==> config.mk <==
export PLATFORM = sky130hd
export DESIGN_NAME = vend_initiator
export DESIGN_NICKNAME = d
export VERILOG_FILES = /design/src/rtl/vend_pkg.sv /design/src/rtl/vend_timer.sv /design/src/rtl/vend_initiator.sv
export SDC_FILE = /design/constraint.sdc
export NUM_CORES = 1
export LEC_CHECK = 0
export ABC_AREA = 0
export BUFFER_PORTS_ARGS = -buffer_cell sky130_fd_sc_hd__buf_2
export CAP_MARGIN = 20
export CORE_ASPECT_RATIO = 1.25
export CORE_MARGIN = 4
export CORE_UTILIZATION = 45
export DETAILED_ROUTE_END_ITERATION = 6
export GPL_TIMING_DRIVEN = 0
export MAX_ROUTING_LAYER = met4
export PLACE_DENSITY = 0.8
export SETUP_SLACK_MARGIN = 0.5
export SLEW_MARGIN = 20
export SYNTH_ARGS = -nofsm -noshare
export SYNTH_HDL_FRONTEND = slang
export SYNTH_SLANG_ARGS = --single-unit
==> constraint.sdc <==
create_clock -name sys_clk -period 1.95 [get_ports sys_clk]
set_clock_uncertainty 0.1 [all_clocks]
set_input_delay 0.39 -clock sys_clk [delete_from_list [all_inputs] [get_ports sys_clk]]
set_output_delay 0.39 -clock sys_clk [all_outputs]
set_load 0.05 [all_outputs]
==> src/rtl/vend_pkg.sv <==
// rtl/vend_pkg.sv - state encoding and parameter defaults for the vend initiator
package vend_pkg;

  localparam int PRICE_COINS_DEF  = 2;
  localparam int COIN_GAP_DEF     = 4;
  localparam int RESP_TIMEOUT_DEF = 16;
  localparam int CNT_W_DEF        = 8;

  typedef enum logic [2:0] {
    S_IDLE,
    S_COIN,
    S_GAP,
    S_WAIT_COLA,
    S_REQ_REFUND,
    S_WAIT_REFUND
  } state_t;

endpackage

==> src/rtl/vend_timer.sv <==
// rtl/vend_timer.sv - loadable 8-bit down-counter, expired while the count sits at zero
module vend_timer (
  input  logic       clk,
  input  logic       rst,
  input  logic       load,
  input  logic [7:0] load_val,
  output logic       expired
);

  logic [7:0] cnt;

  always_ff @(posedge clk) begin
    if (rst) begin
      cnt <= 8'd0;
    end else if (load) begin
      cnt <= load_val;
    end else if (cnt != 8'd0) begin
      cnt <= cnt - 8'd1;
    end
  end

  assign expired = (cnt == 8'd0);

endmodule

==> src/rtl/vend_initiator.sv <==
// rtl/vend_initiator.sv - drives coin/refund handshakes into a vending FSM; VEND_STATS_EN builds the purchase/refund counters
module vend_initiator
  import vend_pkg::*;
#(
  parameter int PRICE_COINS  = PRICE_COINS_DEF,
  parameter int COIN_GAP     = COIN_GAP_DEF,
  parameter int RESP_TIMEOUT = RESP_TIMEOUT_DEF,
  parameter int CNT_W        = CNT_W_DEF
) (
  input  logic             sys_clk,
  input  logic             sys_rst,
  input  logic             buy_req,
  input  logic             cancel_req,
  input  logic             cola,
  input  logic             refund,
  output logic             coin,
  output logic             refund_request,
  output logic             busy,
  output logic             done_cola,
  output logic             done_refund,
  output logic             timeout_err,
  output logic [CNT_W-1:0] vend_count,
  output logic [CNT_W-1:0] refund_count
);

  state_t     state, state_n;
  logic [3:0] coin_cnt, coin_cnt_n;
  logic       cancel_pend, cancel_pend_n;
  logic       tmr_load, tmr_expired;
  logic [7:0] tmr_val;
  logic       done_cola_n, done_refund_n, timeout_n;

  vend_timer u_timer (
    .clk      (sys_clk),
    .rst      (sys_rst),
    .load     (tmr_load),
    .load_val (tmr_val),
    .expired  (tmr_expired)
  );

  always_comb begin
    state_n       = state;
    coin_cnt_n    = coin_cnt;
    cancel_pend_n = cancel_pend;
    tmr_load      = 1'b0;
    tmr_val       = 8'd0;
    done_cola_n   = 1'b0;
    done_refund_n = 1'b0;
    timeout_n     = 1'b0;
    case (state)
      S_IDLE: begin
        if (buy_req) begin
          state_n    = S_COIN;
          coin_cnt_n = 4'd0;
        end
      end
      S_COIN: begin
        coin_cnt_n = coin_cnt + 4'd1;
        if (cancel_req) cancel_pend_n = 1'b1;
        // a cancel landing on the final coin is dropped: the price is already paid
        if (coin_cnt_n == 4'(PRICE_COINS)) begin
          state_n  = S_WAIT_COLA;
          tmr_load = 1'b1;
          tmr_val  = 8'(RESP_TIMEOUT - 1);
        end else begin
          state_n  = S_GAP;
          tmr_load = 1'b1;
          tmr_val  = 8'(COIN_GAP - 1);
        end
      end
      S_GAP: begin
        if (cancel_req || cancel_pend) begin
          cancel_pend_n = 1'b1;
          state_n       = S_REQ_REFUND;
        end else if (tmr_expired) begin
          state_n = S_COIN;
        end
      end
      S_WAIT_COLA: begin
        if (cola) begin
          done_cola_n = 1'b1;
          state_n     = S_IDLE;
        end else if (tmr_expired) begin
          timeout_n = 1'b1;
          state_n   = S_IDLE;
        end
      end
      S_REQ_REFUND: begin
        state_n  = S_WAIT_REFUND;
        tmr_load = 1'b1;
        tmr_val  = 8'(RESP_TIMEOUT - 1);
      end
      S_WAIT_REFUND: begin
        if (refund) begin
          done_refund_n = 1'b1;
          state_n       = S_IDLE;
        end else if (tmr_expired) begin
          timeout_n = 1'b1;
          state_n   = S_IDLE;
        end
      end
      default: state_n = S_IDLE;
    endcase
    if (state_n == S_IDLE) cancel_pend_n = 1'b0;
  end

  // outputs are registered from the next state so they line up with the state they describe
  always_ff @(posedge sys_clk) begin
    if (sys_rst) begin
      state          <= S_IDLE;
      coin_cnt       <= 4'd0;
      cancel_pend    <= 1'b0;
      coin           <= 1'b0;
      refund_request <= 1'b0;
      busy           <= 1'b0;
      done_cola      <= 1'b0;
      done_refund    <= 1'b0;
      timeout_err    <= 1'b0;
    end else begin
      state          <= state_n;
      coin_cnt       <= coin_cnt_n;
      cancel_pend    <= cancel_pend_n;
      coin           <= (state_n == S_COIN);
      refund_request <= (state_n == S_REQ_REFUND);
      busy           <= (state_n != S_IDLE);
      done_cola      <= done_cola_n;
      done_refund    <= done_refund_n;
      timeout_err    <= timeout_n;
    end
  end

`ifdef VEND_STATS_EN
  logic [CNT_W-1:0] vend_cnt_q, refund_cnt_q;

  always_ff @(posedge sys_clk) begin
    if (sys_rst) begin
      vend_cnt_q   <= '0;
      refund_cnt_q <= '0;
    end else begin
      if (done_cola_n)   vend_cnt_q   <= vend_cnt_q + 1'b1;
      if (done_refund_n) refund_cnt_q <= refund_cnt_q + 1'b1;
    end
  end

  assign vend_count   = vend_cnt_q;
  assign refund_count = refund_cnt_q;
`else
  assign vend_count   = '0;
  assign refund_count = '0;
`endif

endmodule

==> metrics.txt, run 1 <==
# TYPE chip_impl_metric gauge
chip_impl_metric{name="final_core_utilization",unit=""} 0.668
chip_impl_metric{name="drt-pass1-iter-count",unit=""} 4
chip_impl_metric{name="worst_ep_arrival_time",unit="ns"} 1.89
chip_impl_metric{name="critical_path_data_required_time",unit="ns"} 2.06
chip_impl_metric{name="cts_hold_buf",unit=""} 0
chip_impl_info{name="leading_cell_types_in_the_layout_fill_and_taps_excluded",value="33 x buf_4, 16 x conb_1, 14 x nor2_1, 14 x dfxtp_1, 11 x buf_2"} 1
chip_impl_metric{name="antennaDiodeCount",unit=""} 0
chip_impl_info{name="dominantRegCellSynth",value="dfxtp_1"} 1
chip_impl_metric{name="clkSinkCount",unit=""} 22
chip_impl_metric{name="post_synth_num_cell_types",unit=""} 41
chip_impl_metric{name="post_synth_inst_count",unit=""} 143
chip_impl_metric{name="drt_wl_total",unit="µm"} 2930
chip_impl_metric{name="yosys_warnings",unit=""} 0
chip_impl_metric{name="finish.net_count",unit=""} 202
chip_impl_metric{name="insertion_delay",unit="ns"} 0.31
chip_impl_metric{name="finalHoldViolCount",unit=""} 0
chip_impl_info{name="hold_class",value="in2reg"} 1
chip_impl_metric{name="grt_first_pass_wirelength",unit="µm"} 4520
chip_impl_metric{name="die_height",unit="µm"} 66.8
chip_impl_metric{name="share_seq_of_total_power",unit=""} 0.285
chip_impl_metric{name="grt_remaining_overflow",unit=""} 0
chip_impl_metric{name="place_congestion",unit=""} 0.792
chip_impl_metric{name="vias_per_cell",unit=""} 4.86
chip_impl_metric{name="max_vdd_drop",unit="V"} 0.000754
chip_impl_metric{name="cp_max_fo",unit=""} 5
chip_impl_metric{name="dr_total_vias",unit=""} 1093
chip_impl_metric{name="cts_max_level",unit=""} 1
chip_impl_info{name="status",value="finished clean"} 1
chip_impl_metric{name="port_buffers",unit=""} 11
chip_impl_info{name="crit_path_end_kind",value="flip-flop"} 1
chip_impl_metric{name="worst_reg_to_reg_setup_slack",unit="ns"} 0.17
chip_impl_metric{name="fp-row-count",unit=""} 21
chip_impl_metric{name="finalCritPeriodShare",unit=""} 0.913
chip_impl_metric{name="die_area",unit="µm²"} 3680
chip_impl_metric{name="final.fill_count",unit=""} 224
chip_impl_metric{name="place.detailed.hpwl",unit="µm"} 1840
chip_impl_metric{name="power_frac_clock",unit=""} 0.109
chip_impl_metric{name="postRouteAntennaNets",unit=""} 0
chip_impl_metric{name="initial_core_util",unit=""} 0.469
chip_impl_info{name="crit_path_start",value="u_timer.cnt[3]"} 1
chip_impl_metric{name="synth.cell_area",unit="µm²"} 1240
chip_impl_metric{name="fin_crit",unit="ns"} 1.78
chip_impl_metric{name="total_leakage_power",unit="nW"} 0.788
chip_impl_metric{name="grtUsageTotal",unit=""} 0.171
chip_impl_metric{name="power.net_switching",unit="W"} 0.000959
chip_impl_metric{name="drive_above_1_share",unit=""} 0.466
chip_impl_metric{name="first_global_vias",unit=""} 1061
chip_impl_info{name="crit_type",value="reg2reg"} 1
chip_impl_metric{name="die-width",unit="µm"} 55.0
chip_impl_info{name="rr_startpoint",value="u_timer.cnt[3]"} 1
chip_impl_metric{name="grt_antenna_before_repair",unit=""} 0
chip_impl_metric{name="slew_violations",unit=""} 0
chip_impl_metric{name="setup_viol_count_final",unit=""} 0
chip_impl_metric{name="max_freq",unit="MHz"} 562
chip_impl_metric{name="sequential_area_share_after_synthesis",unit=""} 0.354
chip_impl_info{name="worstSetupStartpointType",value="flip-flop"} 1
chip_impl_metric{name="wire_per_inst",unit="µm"} 13.0
chip_impl_metric{name="floorplan.core_area",unit="µm²"} 2650
chip_impl_metric{name="post_route_worst_hold_slack",unit="ns"} 0.211
chip_impl_metric{name="internal_power",unit="W"} 0.00139
chip_impl_metric{name="drt_first_iter_violations",unit=""} 24
chip_impl_metric{name="largest_net_degree_at_the_start_of_global_routing",unit=""} 13
chip_impl_metric{name="power.share.switching",unit=""} 0.409
chip_impl_metric{name="ys_ff_latch",unit=""} 22
chip_impl_info{name="hold_path_startpoint",value="sys_rst"} 1
chip_impl_metric{name="setup-tns-final",unit="ns"} 0
chip_impl_info{name="final_common_cell",value="buf_4"} 1
chip_impl_metric{name="max_cap_viol_count",unit=""} 0
chip_impl_metric{name="synth_edf_count",unit=""} 0
chip_impl_metric{name="area.growth.synth_to_final",unit="%"} 42.3
chip_impl_metric{name="top_level_ports",unit=""} 28
chip_impl_metric{name="power.density_cell_area",unit="nW/µm²"} 1320
chip_impl_metric{name="cts.reportedPaths.clkPinSlew",unit="ns"} 0.12
chip_impl_metric{name="power.combinational.fraction",unit=""} 0.607
chip_impl_info{name="grt_setup_unrepaired",value="true"} 1
chip_impl_info{name="tritoncts",value="yes"} 1
chip_impl_info{name="root_buffer",value="clkbuf_4"} 1
chip_impl_metric{name="clockBufferDepth",unit=""} 2
chip_impl_metric{name="cts-buffers-inserted",unit=""} 3
chip_impl_metric{name="synth_async_sr_flop_share",unit=""} 0
chip_impl_metric{name="route.detailed.drc",unit=""} 0
chip_impl_metric{name="synth_area_per_cell",unit="µm²"} 8.71
## area by class of cell
| type | instances | area [µm²] | share of cell area |
|---|---|---|---|
| multi-input cells | 113 | 880 | 0.496 |
| flip-flops and latches | 22 | 458 | 0.258 |
| repair buffers | 29 | 198 | 0.112 |
| plain buffers | 20 | 144 | 0.0812 |
| well taps | 34 | 42.5 | 0.0240 |
| clock buffers | 4 | 36.3 | 0.0205 |
| inverters | 3 | 13.8 | 0.00777 |
## per-layer routing
layer	part of all wire	GRT usage
met5	0	-
met3	0.019	0.0201
met2	0.59	0.314
met1	0.38	0.176
met4	0.013	0.0699
## registers in the layout, summed over array words and instances (netlist names)
| register | count |
|---|---|
| u_timer.cnt | 8 |
| coin_cnt | 4 |
| state | 3 |
| busy | 1 |
| cancel_pend | 1 |
| coin | 1 |
| done_cola | 1 |
| done_refund | 1 |
| refund_request | 1 |
| timeout_err | 1 |
## metrics by stage
| step | power (W) | instance area, µm² | std cells | setup WS, ns |
|---|---|---|---|---|
| final | 0.00235 | 1770 | 225 | 0.169 |
| after global routing | 0.00249 | 1770 | 225 | 0.0904 |
| after CTS | 0.00215 | 1670 | 220 | 0.218 |
| after detailed placement | 0.00152 | 1440 | 203 | 0.106 |
| after global placement | 0.00149 | 1440 | 203 | 0.123 |
| after floorplan | 0.00139 | 1340 | 158 | 0.232 |
## timing repair
item,in CTS,in global routing
setup buffers,13,5
resized for setup,28,12
pin swaps,8,11
setup endpoints to repair,19,18
## power by group through the flow
stage                     Sequential, W  Combinational [W]  Clock [W]
after floorplan                0.000683           0.000707          0
after global placement         0.000656           0.000835          0
after detailed placement       0.000663           0.000861          0
after CTS                      0.000658            0.00123   0.000259
after global routing           0.000679            0.00154   0.000274
final                          0.000668            0.00142   0.000255
## synthesized netlist by cell type, drive strengths merged (2+ instances only)
cell / number / area (µm²)
a21oi: 11 / 55.1
a221oi: 2 / 17.5
and3: 3 / 20.0
buf: 17 / 128
clkbuf: 3 / 11.3
dfxtp: 22 / 440
ha: 4 / 50.1
inv: 3 / 11.3
mux2i: 2 / 23.8
nand2: 10 / 45.0
nand2b: 2 / 12.5
nand3: 2 / 10.0
nor2: 14 / 52.6
nor2b: 5 / 33.8
nor3: 4 / 20.0
nor3b: 7 / 57.6
o21ai: 6 / 33.8
or3: 2 / 12.5
xnor2: 5 / 43.8
xor2: 4 / 35.0
## worst max-delay path, cell delays in order (launching register included)
cell       delay, ns
dfxtp_4         0.38
nor4_4          0.39
nand2_4         0.16
o2bb2ai_4       0.16
nor2b_4         0.14
or3_1           0.36
## logic make-up (layout without fill, tap and decap cells)
family	Yosys count	after routing	share of synthesized area
compound gates	27	27	0.137
flops	22	22	0.354
mux	2	2	0.0191
xor+xnor	9	9	0.0633
fa+ha+maj	4	4	0.0402
simple gates	55	55	0.263
other cells	1	16	0.00301
buf+inv	23	56	0.121
## path summary, 6_finish.rpt
check | to | cells after the start
hold / removal | state[1] | 2
setup / recovery | busy | 5
setup reg to reg | busy | 5
hold reg to reg | cancel_pend | 1
(Power assumes the default switching activity.)
==> run 2, diff against run 1 <==
Settings changed: CORE_UTILIZATION 45 to 47, CTS_CLUSTER_DIAMETER from default to 30, PLACE_DENSITY 0.8 to 0.83.
==> run 2 against run 1 <==
Net effect:
- worst hold slack improved by 0.012 ns
- cell count up 2.2%
- worst setup slack lost 0.080 ns
- sequential share of layout area is 1.5 points lower
- first-iteration DRC count grew 21%
- via count grew 12%
- register-to-register slack got worse by 0.08 ns
- combinational power up 22%
- global-route usage up 2.6 points
- clock-buffer cell count stayed put
- maximum frequency down 4.3%
- clock power fell by 3%
==> metrics.txt, run 2 (synthesis results as in run 1) <==
# TYPE chip_impl_metric gauge
chip_impl_info{name="status",value="finished clean"} 1
chip_impl_metric{name="timing.critical_path.slowest_cell_delay",unit="ns"} 0.38
chip_impl_info{name="crit_type",value="reg2reg"} 1
chip_impl_metric{name="final_area",unit="µm²"} 1900
chip_impl_info{name="crit_path_end_kind",value="flip-flop"} 1
chip_impl_metric{name="finish.net_count",unit=""} 208
chip_impl_metric{name="placed_area",unit="µm²"} 1440
chip_impl_metric{name="area.growth.synth_to_final",unit="%"} 52.6
chip_impl_metric{name="largest_net_degree_at_the_start_of_global_routing",unit=""} 13
chip_impl_metric{name="cp_max_fo",unit=""} 4
chip_impl_metric{name="drt-pass1-iter-count",unit=""} 4
chip_impl_metric{name="drive_above_1_share",unit=""} 0.548
chip_impl_metric{name="power.combinational.fraction",unit=""} 0.651
chip_impl_metric{name="final_core_utilization",unit=""} 0.767
chip_impl_metric{name="die_height",unit="µm"} 65.5
chip_impl_metric{name="power.share.switching",unit=""} 0.417
chip_impl_metric{name="max_vdd_drop",unit="V"} 0.000916
chip_impl_metric{name="slew_violations",unit=""} 0
chip_impl_metric{name="floorplan.core_area",unit="µm²"} 2480
chip_impl_metric{name="power_frac_clock",unit=""} 0.093
chip_impl_info{name="biggestRegsByFlops",value="u_timer.cnt (8), coin_cnt (4), state (3)"} 1
chip_impl_metric{name="postRouteAntennaNets",unit=""} 0
chip_impl_info{name="hold_class",value="in2reg"} 1
chip_impl_info{name="worstSetupStartpointType",value="flip-flop"} 1
chip_impl_metric{name="port_buffers",unit=""} 11
chip_impl_metric{name="max_cap_viol_count",unit=""} 0
chip_impl_metric{name="finalCritPeriodShare",unit=""} 0.954
chip_impl_metric{name="cts-buffers-inserted",unit=""} 3
chip_impl_info{name="final_common_cell",value="buf_4"} 1
chip_impl_metric{name="internal_power",unit="W"} 0.00155
chip_impl_metric{name="grt_antenna_before_repair",unit=""} 0
chip_impl_metric{name="grt_remaining_overflow",unit=""} 0
chip_impl_metric{name="place_congestion",unit=""} 0.850
chip_impl_metric{name="clkSinkCount",unit=""} 22
chip_impl_metric{name="antennaDiodeCount",unit=""} 0
chip_impl_metric{name="vias_per_cell",unit=""} 5.31
chip_impl_metric{name="cts_max_level",unit=""} 1
chip_impl_metric{name="post_route_worst_hold_slack",unit="ns"} 0.222
chip_impl_metric{name="fp-row-count",unit=""} 20
chip_impl_metric{name="total_leakage_power",unit="nW"} 0.840
chip_impl_metric{name="power.net_switching",unit="W"} 0.00111
chip_impl_metric{name="initial_core_util",unit=""} 0.503
chip_impl_metric{name="drt_wl_total",unit="µm"} 3790
chip_impl_metric{name="largest_register_ff_count",unit=""} 8
chip_impl_metric{name="worst_ep_arrival_time",unit="ns"} 1.96
chip_impl_metric{name="die-width",unit="µm"} 54.0
chip_impl_metric{name="power.density_cell_area",unit="nW/µm²"} 1400
chip_impl_metric{name="first_global_vias",unit=""} 1121
chip_impl_metric{name="finalHoldViolCount",unit=""} 0
chip_impl_metric{name="wire_per_inst",unit="µm"} 16.5
chip_impl_metric{name="postLayoutSetupSlackWorst",unit="ns"} 0.0890
chip_impl_metric{name="grtUsageTotal",unit=""} 0.197
chip_impl_metric{name="die_area",unit="µm²"} 3540
chip_impl_metric{name="cts.reportedPaths.clkPinSlew",unit="ns"} 0.12
chip_impl_metric{name="setup-tns-final",unit="ns"} 0
chip_impl_metric{name="critical_path_data_required_time",unit="ns"} 2.05
chip_impl_metric{name="route.detailed.drc",unit=""} 0
chip_impl_metric{name="grt_first_pass_wirelength",unit="µm"} 4970
chip_impl_metric{name="setup_viol_count_final",unit=""} 0
chip_impl_metric{name="pre_cts_slack",unit="ns"} 0.0923
chip_impl_info{name="root_buffer",value="clkbuf_4"} 1
chip_impl_info{name="leading_cell_types_in_the_layout_fill_and_taps_excluded",value="36 x buf_4, 16 x conb_1, 13 x nor2_1"} 1
chip_impl_info{name="top_register",value="u_timer.cnt"} 1
chip_impl_metric{name="top_level_ports",unit=""} 28
chip_impl_info{name="tritoncts",value="yes"} 1
chip_impl_metric{name="place.detailed.hpwl",unit="µm"} 1900
chip_impl_metric{name="clockBufferDepth",unit=""} 2
chip_impl_metric{name="insertion_delay",unit="ns"} 0.31
chip_impl_info{name="worstPathCellList",value="ha_4, xnor2_2, and4b_1, a31oi_1, o21ai_2, o32a_1"} 1
chip_impl_metric{name="final.fill_count",unit=""} 162
chip_impl_metric{name="share_seq_of_total_power",unit=""} 0.256
chip_impl_info{name="critical-path-slowest-cell",value="dfxtp_4"} 1
chip_impl_metric{name="fin_crit",unit="ns"} 1.86
chip_impl_info{name="grt_setup_unrepaired",value="true"} 1
chip_impl_metric{name="max_freq",unit="MHz"} 537
chip_impl_metric{name="dr_total_vias",unit=""} 1222
chip_impl_metric{name="drt_first_iter_violations",unit=""} 29
-- run 2: what timing repair did --
item | 4_1_cts | 5_1_grt
pin swaps | 9 | 19
setup buffers | 13 | 11
resized for setup | 33 | 26
endpoints found under the setup margin | 19 | 20
hold buffers | 0 | 0
-- run 2: metal layers --
metal | wire [µm] | vias up | track usage | share of wire
met4 | 207 | 0 | 0.121 | 0.055
met2 | 2080 | 55 | 0.352 | 0.55
li1 | - | 568 | - | -
met1 | 1330 | 577 | 0.194 | 0.35
met5 | 0 | - | - | 0
met3 | 175 | 22 | 0.0249 | 0.046
-- run 2: layout make-up --
class	count	area, µm²	area share
inverter	3	13.8	0.00725
buffer	20	146	0.0771
sequential	22	463	0.244
tap	33	41.3	0.0217
multi-input combinational	113	945	0.497
clock buffer	4	36.3	0.0191
timing repair buffer	35	254	0.134
-- run 2: path summary, 6_finish.rpt --
path         depth (start not counted)         from  slack [ns]           to
max                                  6  coin_cnt[0]        0.09  cancel_pend
min                                  2      sys_rst        0.22     state[1]
max reg2reg                          6  coin_cnt[0]        0.09  cancel_pend
min reg2reg                          1  cancel_pend        0.43  cancel_pend
-- run 2: power groups by stage --
stage                     Combinational [W]  Sequential (W)  Clock (W)
after global placement             0.000838        0.000656          0
after detailed placement           0.000870        0.000665          0
after global routing                0.00182        0.000687   0.000278
after floorplan                    0.000707        0.000683          0
after CTS                           0.00129        0.000664   0.000251
final                               0.00173        0.000682   0.000248
-- run 2: worst max-delay path: cells and delay by family, from the launching register on --
kind	cells	cell delay, ns
compound gates	3	0.74
flops	1	0.38
xor+xnor	1	0.12
simple gates	1	0.24
fa+ha+maj	1	0.17
-- run 2: stage by stage --
step           cells  total power, W
3_5_place_dp     202         0.00154
2_1_floorplan    158         0.00139
5_1_grt          230         0.00278
3_3_place_gp     202         0.00149
6_report         230         0.00266
4_1_cts          219         0.00220
